**src/rtl/muldiv_unit.sv**
```systemverilog
// Iterative MULT/MULTU/DIV/DIVU unit that owns the HI/LO registers; result lands 33 cycles after start.
// Radix-2 shift-add multiply and restoring divide on a shared 64-bit accumulator; busy stalls the pipeline.
module muldiv_unit #(
    parameter int SIZE = 32
) (
    input  logic            clk,
    input  logic            reset,
    input  logic [SIZE-1:0] a,
    input  logic [SIZE-1:0] b,
    input  logic [1:0]      op,
    input  logic            start,
    input  logic            wr_hi,
    input  logic            wr_lo,
    input  logic            s,
    output logic [SIZE-1:0] x,
    output logic            busy,
    output logic            done
);
    localparam int CW = $clog2(SIZE);
    localparam logic [1:0] S_IDLE = 2'd0;
    localparam logic [1:0] S_RUN  = 2'd1;
    localparam logic [1:0] S_FIX  = 2'd2;

    logic [1:0]        r_state;
    logic [1:0]        r_op;
    logic [CW-1:0]     r_cnt;
    logic [2*SIZE-1:0] r_acc;
    logic [SIZE-1:0]   r_opd;
    logic [SIZE-1:0]   r_a;
    logic              r_bzero;
    logic              r_neg_q;
    logic              r_neg_r;
    logic [SIZE-1:0]   r_hi;
    logic [SIZE-1:0]   r_lo;
    logic              r_done;

    logic [SIZE-1:0]   w_a_abs;
    logic [SIZE-1:0]   w_b_abs;
    logic [SIZE:0]     w_mul_sum;
    logic [SIZE:0]     w_div_diff;
    logic [2*SIZE-1:0] w_acc_next;
    logic [2*SIZE-1:0] w_prod;
    logic [SIZE-1:0]   w_quo;
    logic [SIZE-1:0]   w_rem;

    assign w_a_abs = (op[0] && a[SIZE-1]) ? -a : a;
    assign w_b_abs = (op[0] && b[SIZE-1]) ? -b : b;

    // Multiply: r_opd is the multiplicand, multiplier sits in the low half and shifts out.
    // Divide: r_opd is the divisor, remainder in the high half, quotient shifts into the low half.
    assign w_mul_sum  = {1'b0, r_acc[2*SIZE-1:SIZE]} + {1'b0, (r_acc[0] ? r_opd : {SIZE{1'b0}})};
    assign w_div_diff = r_acc[2*SIZE-1:SIZE-1] - {1'b0, r_opd};

    always_comb begin
        w_acc_next = {w_mul_sum, r_acc[SIZE-1:1]};
        if (r_op[1]) begin
            if (w_div_diff[SIZE])
                w_acc_next = {r_acc[2*SIZE-2:0], 1'b0};
            else
                w_acc_next = {w_div_diff[SIZE-1:0], r_acc[SIZE-2:0], 1'b1};
        end
    end

    assign w_prod = r_neg_q ? -r_acc : r_acc;
    assign w_quo  = r_neg_q ? -r_acc[SIZE-1:0] : r_acc[SIZE-1:0];
    assign w_rem  = r_neg_r ? -r_acc[2*SIZE-1:SIZE] : r_acc[2*SIZE-1:SIZE];

    always_ff @(posedge clk or posedge reset) begin
        if (reset) begin
            r_state <= S_IDLE;
            r_op    <= 2'b00;
            r_cnt   <= '0;
            r_acc   <= '0;
            r_opd   <= '0;
            r_a     <= '0;
            r_bzero <= 1'b0;
            r_neg_q <= 1'b0;
            r_neg_r <= 1'b0;
            r_hi    <= '0;
            r_lo    <= '0;
            r_done  <= 1'b0;
        end else begin
            r_done <= 1'b0;
            case (r_state)
                S_IDLE: begin
                    if (start) begin
                        r_state <= S_RUN;
                        r_op    <= op;
                        r_cnt   <= '0;
                        r_acc   <= {{SIZE{1'b0}}, (op[1] ? w_a_abs : w_b_abs)};
                        r_opd   <= op[1] ? w_b_abs : w_a_abs;
                        r_a     <= a;
                        r_bzero <= (b == {SIZE{1'b0}});
                        r_neg_q <= op[0] & (a[SIZE-1] ^ b[SIZE-1]);
                        r_neg_r <= op[0] & a[SIZE-1];
                    end else begin
                        if (wr_hi) r_hi <= a;
                        if (wr_lo) r_lo <= a;
                    end
                end
                S_RUN: begin
                    r_acc <= w_acc_next;
                    r_cnt <= r_cnt + CW'(1);
                    if (r_cnt == CW'(SIZE-1))
                        r_state <= S_FIX;
                end
                S_FIX: begin
                    r_state <= S_IDLE;
                    r_done  <= 1'b1;
                    if (!r_op[1]) begin
                        r_hi <= w_prod[2*SIZE-1:SIZE];
                        r_lo <= w_prod[SIZE-1:0];
                    end else if (r_bzero) begin
                        // Divide by zero reports the raw dividend, not its magnitude.
                        r_hi <= r_a;
                        r_lo <= {SIZE{1'b1}};
                    end else begin
                        r_hi <= w_rem;
                        r_lo <= w_quo;
                    end
                end
                default: r_state <= S_IDLE;
            endcase
        end
    end

    assign x    = s ? r_hi : r_lo;
    assign busy = (r_state != S_IDLE);
    assign done = r_done;
endmodule

```
**config.mk**
```make
export PLATFORM = sky130hd
export DESIGN_NAME = muldiv_unit
export DESIGN_NICKNAME = d
export VERILOG_FILES = /design/src/rtl/muldiv_unit.sv
export SDC_FILE = /design/constraint.sdc
export NUM_CORES = 1
export LEC_CHECK = 0
export ABC_AREA = 0
export CORE_MARGIN = 4
export CORE_UTILIZATION = 35
export DETAILED_ROUTE_END_ITERATION = 6
export PLACE_DENSITY = 0.5
export SLEW_MARGIN = 20
export SYNTH_ARGS = -nofsm -noshare
export SYNTH_HDL_FRONTEND = slang
export SYNTH_SLANG_ARGS = --single-unit
```
**constraint.sdc**
```tcl
create_clock -name clk -period 7.1 [get_ports clk]
set_input_delay 1.42 -clock clk [delete_from_list [all_inputs] [get_ports clk]]
set_output_delay 1.42 -clock clk [all_outputs]
set_load 0.01 [all_outputs]
```
# ---- Yosys cells after proc, flatten, opt, wreduce, memory -nomap -nowiden
# Cells that the tools add are included.
dict set report totals {
  ff_bits 205
}
dict set report op_classes {
  add_sub_neg 8
  eq_ne 8
  n_mux 29
  bitwise_logic 3
  reduce_logical 12
}
# cell count
set ops {}
lappend ops {{$mux 32} 16}
lappend ops {{$mux 64} 4}
lappend ops {{$neg 32->32} 4}
lappend ops {{$pmux 32 s2} 2}
lappend ops {{$pmux 64 s2} 1}
lappend ops {{$neg 64->64} 1}
lappend ops {{$add 32x32->33} 1}
lappend ops {{$sub 33x32->33} 1}
lappend ops {{$logic_not 32->1} 1}
lappend ops {{$ne 2x2->1 const B} 5}
lappend ops {{$pmux 5 s2} 1}
lappend ops {{$reduce_and 2->1} 3}
lappend ops {{$reduce_and 3->1} 2}
lappend ops {{$reduce_bool 2->1} 3}
lappend ops {{$add 5x1->5 const B} 1}
lappend ops {{$eq 5x5->1 const B} 1}
lappend ops {{$mux 5} 1}
lappend ops {{$mux 2} 2}
lappend ops {{$pmux 2 s2} 1}
lappend ops {{$and 1x1->1} 2}
lappend ops {{$eq 2x1->1 const B} 1}
lappend ops {{$eq 2x2->1 const B} 1}
lappend ops {{$logic_and 1x1->1} 2}
lappend ops {{$logic_not 2->1} 1}
lappend ops {{2 further kinds} 2}

# ---- Longest topological paths before layout
# Gate-level depths: netlist (run 1).
dict set report depth {
  ltp_word 5
  depth_mapped 14
}

# ---- Worst setup path before layout (run 1)
# OpenSTA, ideal clock, no wires.
dict set report synth_timing {
  kind {input to register}
  startpoint {input b[3]}
  endpoint {register r_acc[25]}
  arrival_ps 3657
  required_ps 6996
  slack_ps 3339
  path_stages 8
  n_path_buf 0
  path_cell_list {or3_1 > or4_1 > nor3_2 > nand4_1 > o41ai_1 > xnor2_1 > o21ai_0 > a221oi_1}
}
dict set report synth_via {
  elab_chain_len 5
}
# item line
set synth_rtl {}
lappend synth_rtl {{from (decl)} 9} ;# input logic [SIZE-1:0] b,
lappend synth_rtl {{$neg 32->32} 47} ;# assign w_b_abs = (op[0] && b[SIZE-1]) ? -b : b;
lappend synth_rtl {{$mux 32} 47}
lappend synth_rtl {{$mux 32} 90} ;# r_acc <= {{SIZE{1'b0}}, (op[1] ? w_a_abs : w_b_abs)};
lappend synth_rtl {{$mux 64} 86} ;# if (start) begin
lappend synth_rtl {{$pmux 64 s2} 84} ;# case (r_state)
lappend synth_rtl {{to (signal assigned)} 90}
lappend synth_rtl {{to (signal assigned)} 102} ;# r_acc <= w_acc_next;
lappend synth_rtl {{to (decl)} 27} ;# logic [2*SIZE-1:0] r_acc;
# Every way passes these cells. The select of a mux whose other input is x is not followed.
# A chain may end at the register's enable or synchronous reset.

# ---- Worst setup path in the final report (run 1)
dict set report layout_timing {
  startpoint {input s}
  endpoint {output x[0]}
}
dict set report layout_via {
  elab_chain_len 1
}
# item line
set layout_rtl {}
lappend layout_rtl {{from (decl)} 14} ;# input logic s,
lappend layout_rtl {{$mux 32} 127} ;# assign x = s ? r_hi : r_lo;
lappend layout_rtl {{to (decl)} 15} ;# output logic [SIZE-1:0] x,
# Every way passes these cells.

==> results.py, run 1 <==
metrics = {
    "run_status": {
        "status": "finished clean",
    },
    "floorplanning": {
        "fp.dieH_um": 230,
        "rows": 81,
        "coreArea_mm2": 0.0490,
        "io_pins": 106,
        "start_util": 0.353,
        "die_w_um": 230,
        "die-area_mm2": 0.0530,
    },
    "timing": {
        "worst_slack_ns": 2.48,
        "finalMaxSlewViolations": 0,
        "finalSetupViolations": 0,
        "setup-tns-final_ns": 0,
        "fmax_mhz": 216,
        "worst-slew-pin-transition_ns": 1.10,
        "hold_slack_ns": 0.469,
        "slew_headroom": 0.267,
        "hold_violations": 0,
        "period_share": 0.651,
        "min_period_ns": 4.62,
        "rsz0062_at_grt": "false",
        "clock-skew-final_ns": 0.0225,
    },
    "synthesis": {
        "synth_nets": 2369,
        "synthArstFlopShare": 1.00,
        "ys_seq_elements": 204,
        "yosysUniqueCellTypes": 91,
        "yosysWarnings": 0,
        "syn-cell-area_mm2": 0.0173,
        "synth-seq-area-share": 0.295,
        "synthCells": 2225,
        "post_synth.cell_area_avg_um2": 7.78,
        "synth_edf_count": 0,
        "synth_ff_type": "dfrtp_1",
    },
    "worst_setup_path": {
        "cp-end-kind": "primary output",
        "ff2ff_setup_slack_ns": 2.50,
        "critPathRequiredTime_ns": 5.68,
        "crit_type": "input pin to primary output",
        "arrival_ns": 3.20,
        "r2r_end": "r_acc[62]$_DFFE_PP0P_",
        "startpoint": "s",
        "crit_fanout": 32,
        "start_kind": "input pin",
        "reg2regPathDepth": 12,
        "r2r-start": "r_acc[32]$_DFFE_PP0P_",
        "endpoint": "x[0]",
    },
    "clocking": {
        "clock-sinks": 204,
        "cts_buffers": 26,
        "cts_resized": 0,
        "cts_hold_buf": 0,
        "cts.clk_slew.worst_paths_ns": 0.06,
        "cts_setup_buffers": 0,
        "tritoncts": "done",
        "clk_latency_ns": 0.56,
        "cts_root_buf": "clkbuf_16",
        "cts-htree-levels": 1,
        "cts_max_path_buffers": 3,
    },
    "power": {
        "seqPwrFrac": 0.250,
        "intPower_uw": 5310,
        "combPwrFrac": 0.611,
        "ir_worst_vdd_v": 0.000299,
        "leakagePower_uw": 0.00803,
        "clockPowerShare": 0.139,
        "netSwitchingPower_uw": 5200,
        "powerDensity_mw_per_mm2": 536,
        "p_sw_frac": 0.495,
    },
    "layout": {
        "area_growth_pct": 13.3,
        "fin_nets": 2356,
        "post-route-util": 0.400,
        "drive_gt1_frac": 0.0627,
    },
    "routing": {
        "drt-initial-drc-count": 1473,
        "dr.pass1.iters": 7,
        "remaining_drc_errors": 0,
        "wl_per_cell_um": 23.1,
        "vias_per_cell": 5.81,
        "vias": 16800,
        "wl_um": 66900,
        "antenna_left": 0,
    },
    "global_route": {
        "grt_max_degree": 122,
        "grt_pass1_wl_um": 102000,
        "grt_overflow": 0,
        "grtUsageTotal": 0.244,
        "antenna_found_initial": 2,
        "grt_pass1_vias": 16100,
    },
    "placement": {
        "dp_hpwl_um": 50000,
        "pre_cts_slack_ns": 2.44,
        "port_buffers": 105,
        "gp_congestion": 0.920,
    },
    "min_path": {
        "hp-class": "flip-flop to flip-flop",
    },
    "job": {
        "cap_viol_max_count": 0,
    },
}
-- layer usage --
metal | global-route usage | vias up | share of wire
li1 | - | 7945 | -
met3 | 0.0437 | 87 | 0.068
met4 | 0.0524 | 0 | 0.021
met2 | 0.377 | 571 | 0.44
met5 | 0 | - | 0
met1 | 0.358 | 8219 | 0.47
-- cells by family after synthesis --
kind of cell,share of synthesized area
and+or+nand+nor,0.193
buffers and inverters,0.0597
AOI/OAI and AO/OA,0.249
muxes,0.0511
adders and majority gates,0.0529
DFF,0.295
xor gates and xnor gates,0.0987
-- state kept, by name, summed over array words and instances, names as in the netlist --
register	cells
r_bzero	1
r_lo	32
r_neg_r	1
r_hi	32
r_acc	64
r_neg_q	1
r_op	1
r_cnt	5
r_state	2
r_opd	32
done	1
r_a	32
-- placed cells by master (no fill, tap or decap), types with 13 or more instances in the layout --
master / n
nor3_1: 35
o21ai_0: 222
nor2_1: 168
o22ai_1: 48
nand2b_1: 21
dfrtp_1: 202
a31oi_1: 21
o41ai_1: 14
or4_1: 13
or3_1: 18
xnor2_1: 119
o211ai_1: 38
clkdlybuf4s50_1: 104
xor2_1: 74
a21o_1: 26
a22oi_1: 23
nand3_1: 43
buf_4: 23
nand2_1: 333
mux2i_1: 50
o31ai_1: 16
mux2_2: 34
inv_1: 67
nor2b_1: 14
clkbuf_16: 27
a21oi_1: 169
ha_1: 70
a211oi_1: 47
nand4_1: 21
-- cells in the mapped netlist, types with 13 or more instances --
cell type / n / area [um^2]
dfrtp_1: 204 / 5100
o31ai_1: 16 / 120
o41ai_1: 14 / 123
nor2b_1: 15 / 93.8
mux2i_1: 50 / 500
inv_1: 68 / 255
nand2_1: 334 / 1250
or3_1: 18 / 113
ha_1: 70 / 876
xor2_1: 74 / 648
a21o_1: 26 / 195
xnor2_1: 121 / 1060
o211ai_1: 38 / 285
or4_1: 13 / 97.6
a21oi_1: 169 / 846
nand4_1: 21 / 131
clkbuf_1: 123 / 462
mux2_2: 34 / 383
nand3_1: 43 / 215
o22ai_1: 48 / 300
a31oi_1: 21 / 131
buf_1: 22 / 82.6
a211oi_1: 47 / 353
nor2_1: 170 / 638
nor3_1: 35 / 175
o21ai_0: 222 / 1110
a22oi_1: 23 / 173
nand2b_1: 21 / 131
-- power by group through the flow --
stage,clock network [uW],registers (uW),logic [uW]
CTS,1490,2590,6400
floorplan,0,2080,4890
detailed placement,0,2610,6370
global route,1540,2690,7110
finish,1470,2620,6420
global placement,0,2590,6320
-- worst min path at each step --
stage / from / end / cells after the start
final: r_a[24]$_DFFE_PP0P_ / r_a[24]$_DFFE_PP0P_ / 2
after global routing: r_a[26]$_DFFE_PP0P_ / r_a[26]$_DFFE_PP0P_ / 2
after CTS: r_a[24]$_DFFE_PP0P_ / r_a[24]$_DFFE_PP0P_ / 2
after detailed placement: r_a[24]$_DFFE_PP0P_ / r_a[24]$_DFFE_PP0P_ / 2
after global placement: r_a[24]$_DFFE_PP0P_ / r_a[24]$_DFFE_PP0P_ / 2
after floorplan: r_a[24]$_DFFE_PP0P_ / r_a[24]$_DFFE_PP0P_ / 2
-- stage by stage --
step                total power [uW]  std cells  instance area [um^2]
floorplan                       6970       2225                 17300
global placement                8910       2848                 18700
detailed placement              8980       2848                 18700
CTS                            10500       2896                 19600
global route                   11300       2896                 19600
finish                         10500       2897                 19600
-- layout make-up --
cell class,instances,area (um^2)
antenna,1,2.50
multi-input combinational,1782,11200
timing repair buffer,129,1240
sequential,204,5110
clock buffer,40,795
tap,664,831
clock inverter,8,143
fill,5094,29400
inverter,69,267
-- critical path: stages --
cell,delay (ns)
clkdlybuf4s50_1,0.46
buf_4,0.40
mux2_2,0.41
clkdlybuf4s50_1,0.48
Power figures use the tool's default switching activity.
==> inputs of run 2 (changes only) <==
--- a/config.mk
+++ b/config.mk
@@ -9,7 +9,7 @@
 export CORE_MARGIN = 4
 export CORE_UTILIZATION = 35
 export DETAILED_ROUTE_END_ITERATION = 6
-export PLACE_DENSITY = 0.5
+export PLACE_DENSITY = 0.48
 export SLEW_MARGIN = 20
 export SYNTH_ARGS = -nofsm -noshare
 export SYNTH_HDL_FRONTEND = slang
==> constraint.sdc (replaced) <==
create_clock -name clk -period 4.5 [get_ports clk]
set_input_delay 0.9 -clock clk [delete_from_list [all_inputs] [get_ports clk]]
set_output_delay 0.9 -clock clk [all_outputs]
set_load 0.01 [all_outputs]
==> run 2 against run 1 <==
Against the previous run:
- sequential power is 52% higher
- worst hold slack improved by 0.0043 ns
- critical path depth increased by 11
- total power is 61% higher
- setup slack got worse by 2.1 ns
- register-to-register slack got worse by 2.1 ns
- combinational power increased by 65%
==> results.py, run 2 (synthesis gave the netlist of run 1 again) <==
metrics = {
    "layout": {
        "stdcell_area_mm2": 0.0199,
        "multi_input_area_mm2": 0.0112,
        "largest_reg_flops": 64,
        "fin_nets": 2403,
        "drive_gt1_frac": 0.0826,
        "post-route-util": 0.407,
        "antennaDiodeCount": 0,
        "area_growth_pct": 15.3,
        "n_fill_cell": 5143,
        "final_common_cell": "nand2_1",
        "seq_area_mm2": 0.00511,
        "top_register": "r_acc",
        "final_cell_mix": "nand2_1, o21ai_0, dfrtp_1, a21oi_1, nor2_1",
    },
    "global_route": {
        "grt_pass1_vias": 16300,
        "antenna_found_initial": 2,
        "grtUsageTotal": 0.255,
        "grt_max_degree": 113,
        "grt_overflow": 0,
        "grt_pass1_wl_um": 105000,
    },
    "placement": {
        "gp_congestion": 0.936,
        "place_area_mm2": 0.0190,
        "port_buffers": 105,
        "pre_cts_slack_ns": 0.354,
        "dp_hpwl_um": 52400,
    },
    "floorplanning": {
        "rows": 81,
        "fp.dieH_um": 230,
        "coreArea_mm2": 0.0490,
        "die_w_um": 230,
        "start_util": 0.353,
        "io_pins": 106,
        "die-area_mm2": 0.0530,
    },
    "timing": {
        "rsz0062_at_grt": "false",
        "clock-skew-final_ns": 0.0255,
        "hold_violations": 0,
        "worst-slew-pin-transition_ns": 1.16,
        "finalSetupViolations": 0,
        "min_period_ns": 4.10,
        "slew_headroom": 0.229,
        "setup-tns-final_ns": 0,
        "period_share": 0.911,
        "fmax_mhz": 244,
        "worst_slack_ns": 0.401,
        "finalMaxSlewViolations": 0,
    },
    "routing": {
        "vias_per_cell": 5.80,
        "wl_um": 70000,
        "antenna_left": 0,
        "vias": 17000,
        "drt-initial-drc-count": 1408,
        "wl_per_cell_um": 23.8,
        "remaining_drc_errors": 0,
        "dr.pass1.iters": 5,
    },
    "min_path": {
        "hp-class": "flip-flop to flip-flop",
    },
    "worst_setup_path": {
        "cp-end-kind": "flip-flop",
        "critical_path.cell_chain": "inv_1, buf_4, nor2_1, ha_1, a21oi_1, nand2_1, a22o_1, a31o_2, a211oi_1, o21ai_0, a221oi_1, buf_4, o21a_1, o211ai_1, a211o_1",
        "critPathMaxStageDelay_ns": 0.39,
        "path_common_cell": "buf_4",
        "crit_fanout": 24,
        "worst_path_max_delay_cell": "a221oi_1",
        "crit_type": "flip-flop to flip-flop",
        "arrival_ns": 4.56,
        "critPathRequiredTime_ns": 4.96,
        "start_kind": "flip-flop",
    },
    "clocking": {
        "cts_root_buf": "clkbuf_16",
        "cts_max_path_buffers": 3,
        "cts_setup_buffers": 0,
        "cts-htree-levels": 1,
        "clock-sinks": 204,
        "cts.clk_slew.worst_paths_ns": 0.06,
        "cts_resized": 0,
        "tritoncts": "done",
        "clk_latency_ns": 0.58,
        "cts_buffers": 26,
        "cts_hold_buf": 0,
    },
    "power": {
        "power_uw": 16900,
        "leakagePower_uw": 0.00826,
        "powerDensity_mw_per_mm2": 846,
        "ir_worst_vdd_v": 0.000488,
    },
    "job": {
        "cap_viol_max_count": 0,
    },
    "run_status": {
        "status": "finished clean",
    },
}
-- run 2: critical path, delay by kind of cell, from the launching register on --
family | cells | cell delay (ns)
simple gates | 2 | 0.21
buf+inv | 3 | 0.88
fa+ha+maj | 1 | 0.35
flops | 1 | 0.37
compound gates | 9 | 2.14
-- run 2: through the flow --
step,hold WS (ns),instances
after floorplan,0.438,2225
after global placement,0.454,2895
after detailed placement,0.461,2895
after CTS,0.478,2940
after global routing,0.499,2940
final,0.474,2940
-- run 2: path summary, 6_finish.rpt --
kind / from / to / slack (ns) / cells after the start
max: r_acc[0]$_DFFE_PP0P_ / r_acc[61]$_DFFE_PP0P_ / 0.40 / 15
min: r_a[27]$_DFFE_PP0P_ / r_a[27]$_DFFE_PP0P_ / 0.47 / 2
max reg2reg: r_acc[0]$_DFFE_PP0P_ / r_acc[61]$_DFFE_PP0P_ / 0.40 / 15
min reg2reg: r_a[27]$_DFFE_PP0P_ / r_a[27]$_DFFE_PP0P_ / 0.47 / 2
max in group asynchronous: reset / r_neg_q$_DFFE_PP0P_ / 2.99 / 3
min in group asynchronous: reset / r_cnt[4]$_DFFE_PP0P_ / 0.83 / 3
-- run 2: metal layers --
| metal | global-route usage | up-vias | wire [um] | share of wire |
|---|---|---|---|---|
| met4 | 0.0556 | 0 | 1720 | 0.025 |
| met1 | 0.370 | 8426 | 32800 | 0.47 |
| met2 | 0.393 | 519 | 31000 | 0.44 |
| li1 | - | 8014 | - | - |
| met5 | 0 | - | 0 | 0 |
| met3 | 0.0499 | 87 | 4470 | 0.064 |
-- run 2: final cells by class --
class / count / share of cell area
clock inverter: 12 / 0.00872
clock buffer: 33 / 0.0370
multi-input combinational: 1782 / 0.562
tap: 664 / 0.0417
sequential: 204 / 0.256
inverter: 69 / 0.0132
timing repair buffer: 176 / 0.0812
-- run 2: report_power, final --
group | switching, uW | leakage [uW] | internal (uW) | total (uW)
combinational | 6270 | 0.00535 | 4340 | 10600
sequential | 1220 | 0.00246 | 2770 | 3980
clock | 909 | 0.000452 | 1380 | 2290
